===== config.mk =====
export PLATFORM = sky130hd
export DESIGN_NAME = enemy_formation
export DESIGN_NICKNAME = d
export VERILOG_FILES = /design/src/rtl/enemy_pkg.sv /design/src/rtl/enemy_formation_extent.sv /design/src/rtl/enemy_formation.sv
export SDC_FILE = /design/constraint.sdc
export NUM_CORES = 1
export LEC_CHECK = 0
export BUFFER_PORTS_ARGS = -buffer_cell sky130_fd_sc_hd__clkbuf_2
export CORE_MARGIN = 8
export CORE_UTILIZATION = 56
export DETAILED_ROUTE_END_ITERATION = 8
export PLACE_DENSITY = 0.83
export SLEW_MARGIN = 20
export SYNTH_ARGS = -nofsm -noshare
export SYNTH_HDL_FRONTEND = slang
export SYNTH_HIERARCHICAL = 1
export SYNTH_SLANG_ARGS = --single-unit

===== constraint.sdc =====
create_clock -name clk_i -period 10.95 [get_ports clk_i]
set_input_delay 2.19 -clock clk_i [delete_from_list [all_inputs] [get_ports clk_i]]
set_output_delay 2.19 -clock clk_i [all_outputs]
set_load 0.02 [all_outputs]

===== src/rtl/enemy_pkg.sv =====
// rtl/enemy_pkg.sv - shared types and widths for the enemy formation controller
package enemy_pkg;
    localparam int COORD_W = 10;
    localparam int EXT_W   = 11;

    typedef enum logic [2:0] {
        ST_IDLE    = 3'd0,
        ST_MARCH_R = 3'd1,
        ST_MARCH_L = 3'd2,
        ST_LANDED  = 3'd3,
        ST_CLEARED = 3'd4
    } formation_state_t;
endpackage


===== src/rtl/enemy_formation_extent.sv =====
// rtl/enemy_formation_extent.sv - outermost living columns and lowest living row of the grid
module formation_extent #(
    parameter int ROWS_P = 3,
    parameter int COLS_P = 8
) (
    input  logic [ROWS_P*COLS_P-1:0]   alive_i,
    output logic [$clog2(COLS_P)-1:0]  lcol_o,
    output logic [$clog2(COLS_P)-1:0]  rcol_o,
    output logic [$clog2(ROWS_P)-1:0]  brow_o,
    output logic                       any_o
);
    localparam int ROW_W = $clog2(ROWS_P);
    localparam int COL_W = $clog2(COLS_P);

    logic [COLS_P-1:0] col_any;
    logic [ROWS_P-1:0] row_any;

    always_comb begin
        col_any = '0;
        row_any = '0;
        for (int r = 0; r < ROWS_P; r++) begin
            for (int c = 0; c < COLS_P; c++) begin
                if (alive_i[r*COLS_P+c]) begin
                    col_any[c] = 1'b1;
                    row_any[r] = 1'b1;
                end
            end
        end
        // Scan directions pick the lowest / highest set index respectively
        lcol_o = '0;
        for (int c = COLS_P-1; c >= 0; c--) begin
            if (col_any[c]) lcol_o = COL_W'(c);
        end
        rcol_o = '0;
        for (int c = 0; c < COLS_P; c++) begin
            if (col_any[c]) rcol_o = COL_W'(c);
        end
        brow_o = '0;
        for (int r = 0; r < ROWS_P; r++) begin
            if (row_any[r]) brow_o = ROW_W'(r);
        end
        any_o = |col_any;
    end
endmodule


===== src/rtl/enemy_formation.sv =====
// rtl/enemy_formation.sv - marches the enemy grid as one origin plus alive mask, handles hits
module enemy_formation
    import enemy_pkg::*;
#(
    parameter int ROWS_P       = 3,
    parameter int COLS_P       = 8,
    parameter int SHIP_W_P     = 40,
    parameter int SHIP_H_P     = 20,
    parameter int GAP_X_P      = 10,
    parameter int GAP_Y_P      = 10,
    parameter int LEFT_START_P = 9,
    parameter int TOP_START_P  = 9,
    parameter int SCREEN_W_P   = 640,
    parameter int LAND_Y_P     = 440,
    parameter int STEP_X_P     = 10,
    parameter int STEP_Y_P     = 10,
    parameter int FRAMES_MIN_P = 4
) (
    input  logic                                  clk_i,
    input  logic                                  reset_n_i,
    input  logic                                  start_i,
    input  logic                                  frame_i,
    input  logic                                  hit_valid_i,
    input  logic [$clog2(ROWS_P)-1:0]             hit_row_i,
    input  logic [$clog2(COLS_P)-1:0]             hit_col_i,
    output logic                                  hit_ack_o,
    output logic [COORD_W-1:0]                    origin_x_o,
    output logic [COORD_W-1:0]                    origin_y_o,
    output logic [ROWS_P*COLS_P-1:0]              alive_o,
    output logic [$clog2(ROWS_P*COLS_P+1)-1:0]    alive_count_o,
    output logic                                  landed_o,
    output logic                                  cleared_o
);
    localparam int N     = ROWS_P * COLS_P;
    localparam int ROW_W = $clog2(ROWS_P);
    localparam int COL_W = $clog2(COLS_P);
    localparam int CNT_W = $clog2(N + 1);
    localparam int TMR_W = $clog2(FRAMES_MIN_P + N + 1);

    localparam logic [EXT_W-1:0]   PITCH_X  = EXT_W'(SHIP_W_P + GAP_X_P);
    localparam logic [EXT_W-1:0]   PITCH_Y  = EXT_W'(SHIP_H_P + GAP_Y_P);
    localparam logic [EXT_W-1:0]   SHIP_W_E = EXT_W'(SHIP_W_P);
    localparam logic [EXT_W-1:0]   SHIP_H_E = EXT_W'(SHIP_H_P);
    localparam logic [EXT_W-1:0]   STEP_X_E = EXT_W'(STEP_X_P);
    localparam logic [EXT_W-1:0]   SCREEN_E = EXT_W'(SCREEN_W_P);
    localparam logic [EXT_W-1:0]   LAND_E   = EXT_W'(LAND_Y_P);
    localparam logic [COORD_W-1:0] STEP_X_C = COORD_W'(STEP_X_P);
    localparam logic [COORD_W-1:0] STEP_Y_C = COORD_W'(STEP_Y_P);
    localparam logic [COORD_W-1:0] LEFT_C   = COORD_W'(LEFT_START_P);
    localparam logic [COORD_W-1:0] TOP_C    = COORD_W'(TOP_START_P);
    localparam logic [TMR_W-1:0]   FMIN_M1  = TMR_W'(FRAMES_MIN_P - 1);

    formation_state_t   state_q, state_d;
    logic [COORD_W-1:0] origin_x_q, origin_x_d, origin_y_q, origin_y_d;
    logic [N-1:0]       alive_q, alive_d;
    logic [CNT_W-1:0]   count_q, count_d;
    logic [TMR_W-1:0]   timer_q, timer_d;
    logic               ack_q, ack_d;

    logic [COL_W-1:0]   lcol, rcol;
    logic [ROW_W-1:0]   brow;
    logic               any_alive;

    formation_extent #(.ROWS_P(ROWS_P), .COLS_P(COLS_P)) u_extent (
        .alive_i (alive_q),
        .lcol_o  (lcol),
        .rcol_o  (rcol),
        .brow_o  (brow),
        .any_o   (any_alive)
    );

    logic             marching, tick, landing, hit_live;
    logic [TMR_W-1:0] period_m1;
    logic [EXT_W-1:0] right_edge, left_edge, bottom;
    logic [N-1:0]     hit_mask;

    // Extent and period come from the pre-hit mask so a same-cycle hit cannot alter this move
    assign marching   = (state_q == ST_MARCH_R) || (state_q == ST_MARCH_L);
    assign period_m1  = FMIN_M1 + TMR_W'(count_q);
    assign tick       = marching && frame_i && (timer_q >= period_m1);
    assign right_edge = EXT_W'(origin_x_q) + EXT_W'(rcol) * PITCH_X + SHIP_W_E;
    assign left_edge  = EXT_W'(origin_x_q) + EXT_W'(lcol) * PITCH_X;
    assign bottom     = EXT_W'(origin_y_q) + EXT_W'(brow) * PITCH_Y + SHIP_H_E;
    assign landing    = marching && any_alive && (bottom >= LAND_E);

    always_comb begin
        hit_mask = '0;
        for (int r = 0; r < ROWS_P; r++) begin
            for (int c = 0; c < COLS_P; c++) begin
                if (hit_row_i == ROW_W'(r) && hit_col_i == COL_W'(c)) hit_mask[r*COLS_P+c] = 1'b1;
            end
        end
    end

    assign hit_live = marching && hit_valid_i && |(hit_mask & alive_q);

    always_comb begin
        state_d    = state_q;
        origin_x_d = origin_x_q;
        origin_y_d = origin_y_q;
        alive_d    = alive_q;
        count_d    = count_q;
        timer_d    = timer_q;
        ack_d      = 1'b0;
        if (start_i && !marching) begin
            state_d    = ST_MARCH_R;
            origin_x_d = LEFT_C;
            origin_y_d = TOP_C;
            alive_d    = '1;
            count_d    = CNT_W'(N);
            timer_d    = '0;
        end else if (marching) begin
            if (frame_i) timer_d = tick ? '0 : timer_q + 1'b1;
            if (tick && !landing) begin
                if (state_q == ST_MARCH_R) begin
                    if (right_edge + STEP_X_E > SCREEN_E) begin
                        origin_y_d = origin_y_q + STEP_Y_C;
                        state_d    = ST_MARCH_L;
                    end else begin
                        origin_x_d = origin_x_q + STEP_X_C;
                    end
                end else begin
                    if (left_edge < STEP_X_E) begin
                        origin_y_d = origin_y_q + STEP_Y_C;
                        state_d    = ST_MARCH_R;
                    end else begin
                        origin_x_d = origin_x_q - STEP_X_C;
                    end
                end
            end
            if (hit_live) begin
                alive_d = alive_q & ~hit_mask;
                count_d = count_q - 1'b1;
                ack_d   = 1'b1;
            end
            if (landing) state_d = ST_LANDED;
            if (hit_live && count_q == CNT_W'(1)) state_d = ST_CLEARED;
        end
    end

    always_ff @(posedge clk_i or negedge reset_n_i) begin
        if (!reset_n_i) begin
            state_q    <= ST_IDLE;
            origin_x_q <= LEFT_C;
            origin_y_q <= TOP_C;
            alive_q    <= '0;
            count_q    <= '0;
            timer_q    <= '0;
            ack_q      <= 1'b0;
        end else begin
            state_q    <= state_d;
            origin_x_q <= origin_x_d;
            origin_y_q <= origin_y_d;
            alive_q    <= alive_d;
            count_q    <= count_d;
            timer_q    <= timer_d;
            ack_q      <= ack_d;
        end
    end

    assign hit_ack_o     = ack_q;
    assign origin_x_o    = origin_x_q;
    assign origin_y_o    = origin_y_q;
    assign alive_o       = alive_q;
    assign alive_count_o = count_q;
    assign landed_o      = (state_q == ST_LANDED);
    assign cleared_o     = (state_q == ST_CLEARED);
endmodule


# Word-level counts from Yosys, hierarchy flattened

Cells that the tools add are included.

Input port bits: 10
Flip-flop bits (word level): 58
Output and inout bits: 52

$lt $le $gt $ge: 4
Multiplexer cells: 114
Multiply operators: 3
Reduce and logical (&&, ||, !) cells: 52
Bitwise operators: 3
$add $sub $neg: 12
Equal/unequal tests: 18

Operator list:

| operator                                                        | count |
|---|---|
| 2-to-1 mux 10 bit                                               | 12 |
| 2-to-1 mux 24 bit                                               | 3 |
| 2-to-1 mux 1 bit                                                | 69 |
| 2-to-1 mux 3 bit                                                | 20 |
| bitwise AND 24 bit                                              | 2 |
| 2-to-1 mux 5 bit                                                | 7 |
| logical AND 1 bit                                               | 33 |
| inverter 24 bit                                                 | 1 |
| OR reduction 24 bit                                             | 1 |
| adder 10 x 9 -> 11 bit                                          | 2 |
| adder 10 x 4 -> 10 bit, second input constant                   | 2 |
| multiplier 3 x 5 -> 8 bit, second input constant                | 2 |
| == test 3 bit, second input constant                            | 5 |
| == test 3 x 2 -> 1 bit, second input constant                   | 4 |
| AND reduction 4 bit                                             | 3 |
| adder 10 x 7 -> 11 bit                                          | 1 |
| adder 11 x 4 -> 11 bit, second input constant                   | 1 |
| adder 11 x 5 -> 11 bit, second input constant                   | 1 |
| adder 11 x 6 -> 11 bit, second input constant                   | 1 |
| >= comparator 11 x 9 -> 1 bit, second input constant            | 1 |
| greater-than comparator 11 x 10 -> 1 bit, second input constant | 1 |
| < comparator 11 x 4 -> 1 bit, second input constant             | 1 |
| subtractor 10 x 4 -> 10 bit, second input constant              | 1 |
| nonzero test 2 bit                                              | 4 |
| 22 further kinds                                                | 28 |

# Depth between registers and ports, before layout

Word-level depth: 22
Mapped depth: 20
Mapped depth without buffers: 19

# Cells and area by module

Netlist, hierarchy kept.

By module, submodules not included:

| module           | cells each | area an instance (um^2) | times used |
|---|---|---|---|
| enemy_formation  | 556        | 5023.6                  | 1 |
| formation_extent | 37         | 246.5                   | 1 |

# Least setup slack after synthesis

OpenSTA, ideal clock, no wires.

Path kind: register -> register
From: reg alive_q[4] (netlist: alive_o[4])
To: reg origin_x_q[1] (netlist: origin_x_o[1])
Data arrival time: 4401 ps
Setup slack: 6453 ps
Library setup time: 96 ps
Period minus slack after synthesis: 4497 ps
Stages on the path, launching flop included: 19
Cells stage by stage: dfrtp_1 nor3_1 o211ai_1 a21oi_1 inv_1 ha_1 inv_1 ha_1 ha_1 or2_2 ha_1 o21ai_0 o21ai_0 a2111o_1 or4_1 o221ai_1 buf_2 nand2_1 o31ai_1

RTL lines:

| item                            | line                         | RTL |
|---|---|---|
| start: declaration              | enemy_formation.sv:55        | `logic [N-1:0] alive_q, alive_d;` |
| start signal: assignment        | enemy_formation.sv:154       | `alive_q <= alive_d;` |
| 2-to-1 mux 1 bit (3 in series)  | enemy_formation_extent.sv:23 | `if (alive_i[r*COLS_P+c]) begin` |
| 2-to-1 mux 3 bit (5 in series)  | enemy_formation_extent.sv:32 | `if (col_any[c]) lcol_o = COL_W'(c);` |
| named net lcol[1]               | enemy_formation.sv:60        | `logic [COL_W-1:0] lcol, rcol;` |
| multiplier 3 x 5 -> 8 bit       | enemy_formation.sv:82        | `assign left_edge = EXT_W'(origin_x_q) + EXT_W'(lcol) * PITCH_X;` |
| adder 10 x 9 -> 11 bit          | enemy_formation.sv:82        |  |
| < comparator 11 x 4 -> 1 bit    | enemy_formation.sv:123       | `if (left_edge < STEP_X_E) begin` |
| inequality test 3 bit (no line) | --                           |  |
| AND reduction 4 bit (no line)   | --                           |  |
| end signal: assignment          | enemy_formation.sv:152       | `origin_x_q <= origin_x_d;` |
| end: declaration                | enemy_formation.sv:54        | `logic [COORD_W-1:0] origin_x_q, origin_x_d, origin_y_q, origin_y_d;` |

The timed path passes the listed nets, and every way through them passes these cells.
A chain may end at the register's enable or synchronous reset.

# Final worst setup path

From: reg alive_q[4] (netlist: alive_o[4])
To: reg origin_x_q[5] (netlist: origin_x_o[5])

Same word-level chain as after synthesis.

==> results list <==
- The run finished with clean final reports.
* Wire length of the first global-routing pass: 23500 um
* Worst clock skew on the final layout: 9.02 ps
* Fmax: 0.188 GHz
- In the synthesized netlist the async set-or-reset flop fraction comes to 100%.
- Clock tree synthesis inserted a total of 9 buffers.
* Count of pins on the block boundary: 62
- Post-CTS timing repair inserted 0 buffers for setup.
- Highest net fanout along the worst path: 15
- Synthesis inferred 58 register bits.
* Number of gates resized after cts: 0
- For this run, design rule violations remaining after detail routing come to 0.
- Critical path's slowest cell: sky130_fd_sc_hd__o221ai_1
* Cell area after layout: 5870 sq um
- The critical path is of the reg -> reg type.
- Number of clock sinks: 58
- Worst reg-to-reg setup slack: 5640 ps
- After detailed routing, the average wire length per cell comes to 18.4 um.
- Effective utilization at floorplan: 57.3%
* Synth cell count leaders: sky130_fd_sc_hd__ha_1, sky130_fd_sc_hd__dfrtp_1, sky130_fd_sc_hd__nand2_1
- The number of global-route vias before repair came to 4894.
- Commonest register cell after synthesis: sky130_fd_sc_hd__dfrtp_1
- The final layout contains routed wiring with a total length of 14000 um.
- For the worst setup path, the data required time is 11130 ps.
* Unique masters post-synth: 79
- For this design the static power due to leakage is 2.67 nW.
- At the pin with the least slew margin, the transition time is 1050 ps.
- Max clock buf depth: 2
* VDD IR max: 0.149 mV
* Largest net degree at the start of global routing: 59
- At the later pin of the worst-skew pair, clock insertion delay measures 340 ps.
* Number of cells produced by synthesis: 593
- In this run the cell area measured after placement is 5620 sq um.
- In this run, synthesis inferred 0 flip-flops with an integrated enable.
* Via density per instance: 6.51
- The worst register-to-register path has a depth of 16.
- Final #Nets: 724
* Critical path launch point type: flip-flop
* Synthesis warning total: 6
- Total GRT Usage: 22.5%
- After layout, the worst path uses 48.5% of the clock period.
* Most common cell in the netlist: sky130_fd_sc_hd__ha_1
* Time the worst path needs with I/O delays and setup: 5310 ps
* Core region area: 9200 sq um
- For the final routed database, the setup TNS stands at 0 ps.
- Part of the Yosys area used for sequential elements: 27.6%
* Quantity of hold-fixing buffers added after cts: 0
* Maximum single-stage delay on the critical path: 850 ps
- Number of nets with antenna violations after routing: 0
- The root buffer cell chosen for the clock tree is sky130_fd_sc_hd__clkbuf_8.
* Headroom to the max-slew limit: 30.1%
- Via total after detailed routing: 4955
* Setup repair after global routing missed its margin: no
- Setup violations remaining at the end of the flow were counted as 0.
- The initial antenna violation count is 0.
* Area grow syn2layout: 11.4%
- The signal on the critical path passes through nor3_1 > o211ai_1 > a21oi_1 > inv_1 > ha_1 > inv_1 > ha_1 > ha_1 > or2_2 > ha_1 > o21ai_0 > o21ai_0 > a2111o_1 > or4_1 > o221ai_1 > o21ai_0.
- Post-synthesis net count: 672
- Ranked by total cell area, the synthesized netlist is headed by sky130_fd_sc_hd__dfrtp_1, sky130_fd_sc_hd__ha_1, sky130_fd_sc_hd__nand2_1.
- Number of H-tree levels: 3
* CTS tree: done
- Clock-pin transition on the worst setup and hold timing paths: 70 ps
- Gr ovfl total: 0
- The worst setup path is captured at a flip-flop.
- The floorplan has 35 rows.
* Number of maximum-capacitance constraint violations: 0
- Buffers placed on the I/O ports in this run total 61.
- Once detailed placement completed, the half-perimeter wirelength came to 10400 um.
* CP Capture Point: origin_x_o[5]$_DFFE_PN0P_
- The number of antenna diodes in the final layout is 0.
- Startpoint of the tightest hold check path: origin_y_o[0]$_DFFE_PN1P_
* Post-Synthesis Cell Area: 5270 sq um
- Cell repeated most along the worst path: sky130_fd_sc_hd__ha_1
* Timing startpoint of the critical path: alive_o[4]$_DFFE_PN0P_
- In this run the critical register-to-register path is captured at origin_x_o[5]$_DFFE_PN0P_.
* Worst EP arrival: 5490 ps
- In this run the horizontal extent of the chip is 113 um.
* Die outline area: 12800 sq um
- The largest total area in the synthesized netlist belongs to sky130_fd_sc_hd__dfrtp_1.
* Final weighted congestion in routability-driven placement: 0.905
- The min-delay analysis places its worst path in the category reg -> reg.
- First DRT Iteration DRCs: 318
- In this run the biggest area consumer among cell types represents 25.6% of the synthesized area.
- Final hold violations: 0
- Final-report max-slew violation count: 0
- The first detailed-routing pass ran for 5 iterations.
- Cells with a size suffix above 1 make up 17.4% of the layout.
- Die H: 113 um
- Mean cell area of the mapped netlist: 8.89 sq um
* Start of the worst register-to-register path: alive_o[4]$_DFFE_PN0P_
- In this run the power density over the cells is 245 nW/um^2.
==> stage by stage <==
step	worst slack (ps)	cells	hold slack (ps)	util, %	total power, W
3_3_place_gp	6000	745	486	61.1	0.00113
3_5_place_dp	5700	745	487	61.1	0.00117
2_1_floorplan	6450	593	506	-	0.000972
5_1_grt	5200	761	507	63.9	0.00156
6_report	5640	761	500	63.9	0.00144
4_1_cts	5640	761	500	63.9	0.00143
==> cell type report <==
class / instances / area [sq um]
Tap cell: 111 / 139
Timing Repair Buffer: 65 / 335
Clock buffer: 12 / 155
Inverter: 43 / 161
Sequential cell: 58 / 1460
Clock inverter: 4 / 97.6
Fill cell: 772 / 3320
Multi-Input combinational cell: 468 / 3530
==> worst min-delay path by stage <==
stage | endpoint | slack (ps) | cells past startpoint
6_report | origin_y_o[0]$_DFFE_PN1P_ | 500 | 1
2_1_floorplan | timer_q[2]$_DFFE_PN0P_ | 510 | 1
4_1_cts | origin_y_o[0]$_DFFE_PN1P_ | 500 | 1
3_5_place_dp | origin_y_o[0]$_DFFE_PN1P_ | 490 | 1
5_1_grt | origin_y_o[0]$_DFFE_PN1P_ | 510 | 1
3_3_place_gp | origin_y_o[0]$_DFFE_PN1P_ | 490 | 1
==> report_power, final <==
group / switching, W / leakage, nW / internal (W)
Sequential: 0.0000774 / 0.639 / 0.000261
Clock: 0.0000906 / 0.123 / 0.000164
Combinational: 0.000507 / 1.91 / 0.000342
==> critical path, delay by kind of cell (launching register included) <==
kind	cells	cell delay, ps
adder cells (fa/ha/maj)	4	970
buffers and inverters	2	150
AND/OR/NAND/NOR	3	1230
flip-flops	1	410
AO/OA/AOI/OAI	7	2390
==> cell families after synthesis <==
logic type               synth area share, %
XOR/XNOR                                3.66
multiplexers                            1.54
adder cells (fa/ha/maj)                 17.0
AO/OA/AOI/OAI                           24.4
AND/OR/NAND/NOR                         20.3
buffers and inverters                   5.60
flip-flops                              27.6
==> state kept, by name, indices dropped and copies added (netlist names) <==
signal,flops
hit_ack_o,1
origin_y_o,10
timer_q,5
alive_count_o,5
state_q,3
origin_x_o,10
alive_o,24
==> routing by layer <==
metal  vias to the layer above  global-route usage (%)  part of all wire [%]
li1                       2333                       -                     -
met1                      2376                    27.5                    43
met2                       213                    37.4                    48
met3                        33                    4.26                   7.4
met4                         0                    10.2                   2.4
met5                         -                       0                     0
==> placed cells by master (no fill, tap or decap), types with 3 or more instances in the layout <==
master / Yosys / routed
sky130_fd_sc_hd__ha_1: 65 / 65
sky130_fd_sc_hd__clkbuf_2: 0 / 61
sky130_fd_sc_hd__dfrtp_1: 54 / 54
sky130_fd_sc_hd__nand2_1: 48 / 48
sky130_fd_sc_hd__inv_1: 43 / 43
sky130_fd_sc_hd__a21oi_1: 32 / 32
sky130_fd_sc_hd__nor2_1: 26 / 26
sky130_fd_sc_hd__o21ai_0: 26 / 25
sky130_fd_sc_hd__nand3_1: 24 / 24
sky130_fd_sc_hd__nand2b_1: 16 / 16
sky130_fd_sc_hd__o211ai_1: 14 / 14
sky130_fd_sc_hd__xnor2_1: 13 / 13
sky130_fd_sc_hd__o22a_1: 13 / 13
sky130_fd_sc_hd__or3_1: 11 / 11
sky130_fd_sc_hd__clkbuf_8: 1 / 11
sky130_fd_sc_hd__xor2_1: 9 / 9
sky130_fd_sc_hd__nor3_1: 9 / 9
sky130_fd_sc_hd__a21o_1: 9 / 9
sky130_fd_sc_hd__o31ai_1: 9 / 9
sky130_fd_sc_hd__o32a_1: 9 / 9
sky130_fd_sc_hd__nor4_1: 8 / 8
sky130_fd_sc_hd__mux2i_1: 7 / 7
sky130_fd_sc_hd__nand3b_1: 7 / 7
sky130_fd_sc_hd__a211o_1: 7 / 7
sky130_fd_sc_hd__nor2b_1: 7 / 6
sky130_fd_sc_hd__and3_1: 5 / 5
sky130_fd_sc_hd__or2_2: 5 / 5
sky130_fd_sc_hd__a31oi_1: 5 / 5
sky130_fd_sc_hd__and2_1: 5 / 5
sky130_fd_sc_hd__o22ai_1: 5 / 5
sky130_fd_sc_hd__o2111ai_1: 5 / 5
sky130_fd_sc_hd__nand4_1: 4 / 4
sky130_fd_sc_hd__o21a_1: 4 / 4
sky130_fd_sc_hd__fa_1: 4 / 4
sky130_fd_sc_hd__dfstp_2: 4 / 4
sky130_fd_sc_hd__buf_4: 0 / 4
sky130_fd_sc_hd__a211oi_1: 3 / 3
sky130_fd_sc_hd__or4_1: 3 / 3
sky130_fd_sc_hd__bufinv_16: 0 / 3
sky130_fd_sc_hd__or3_4: 3 / 3
Power figures use the tool's default switching activity.
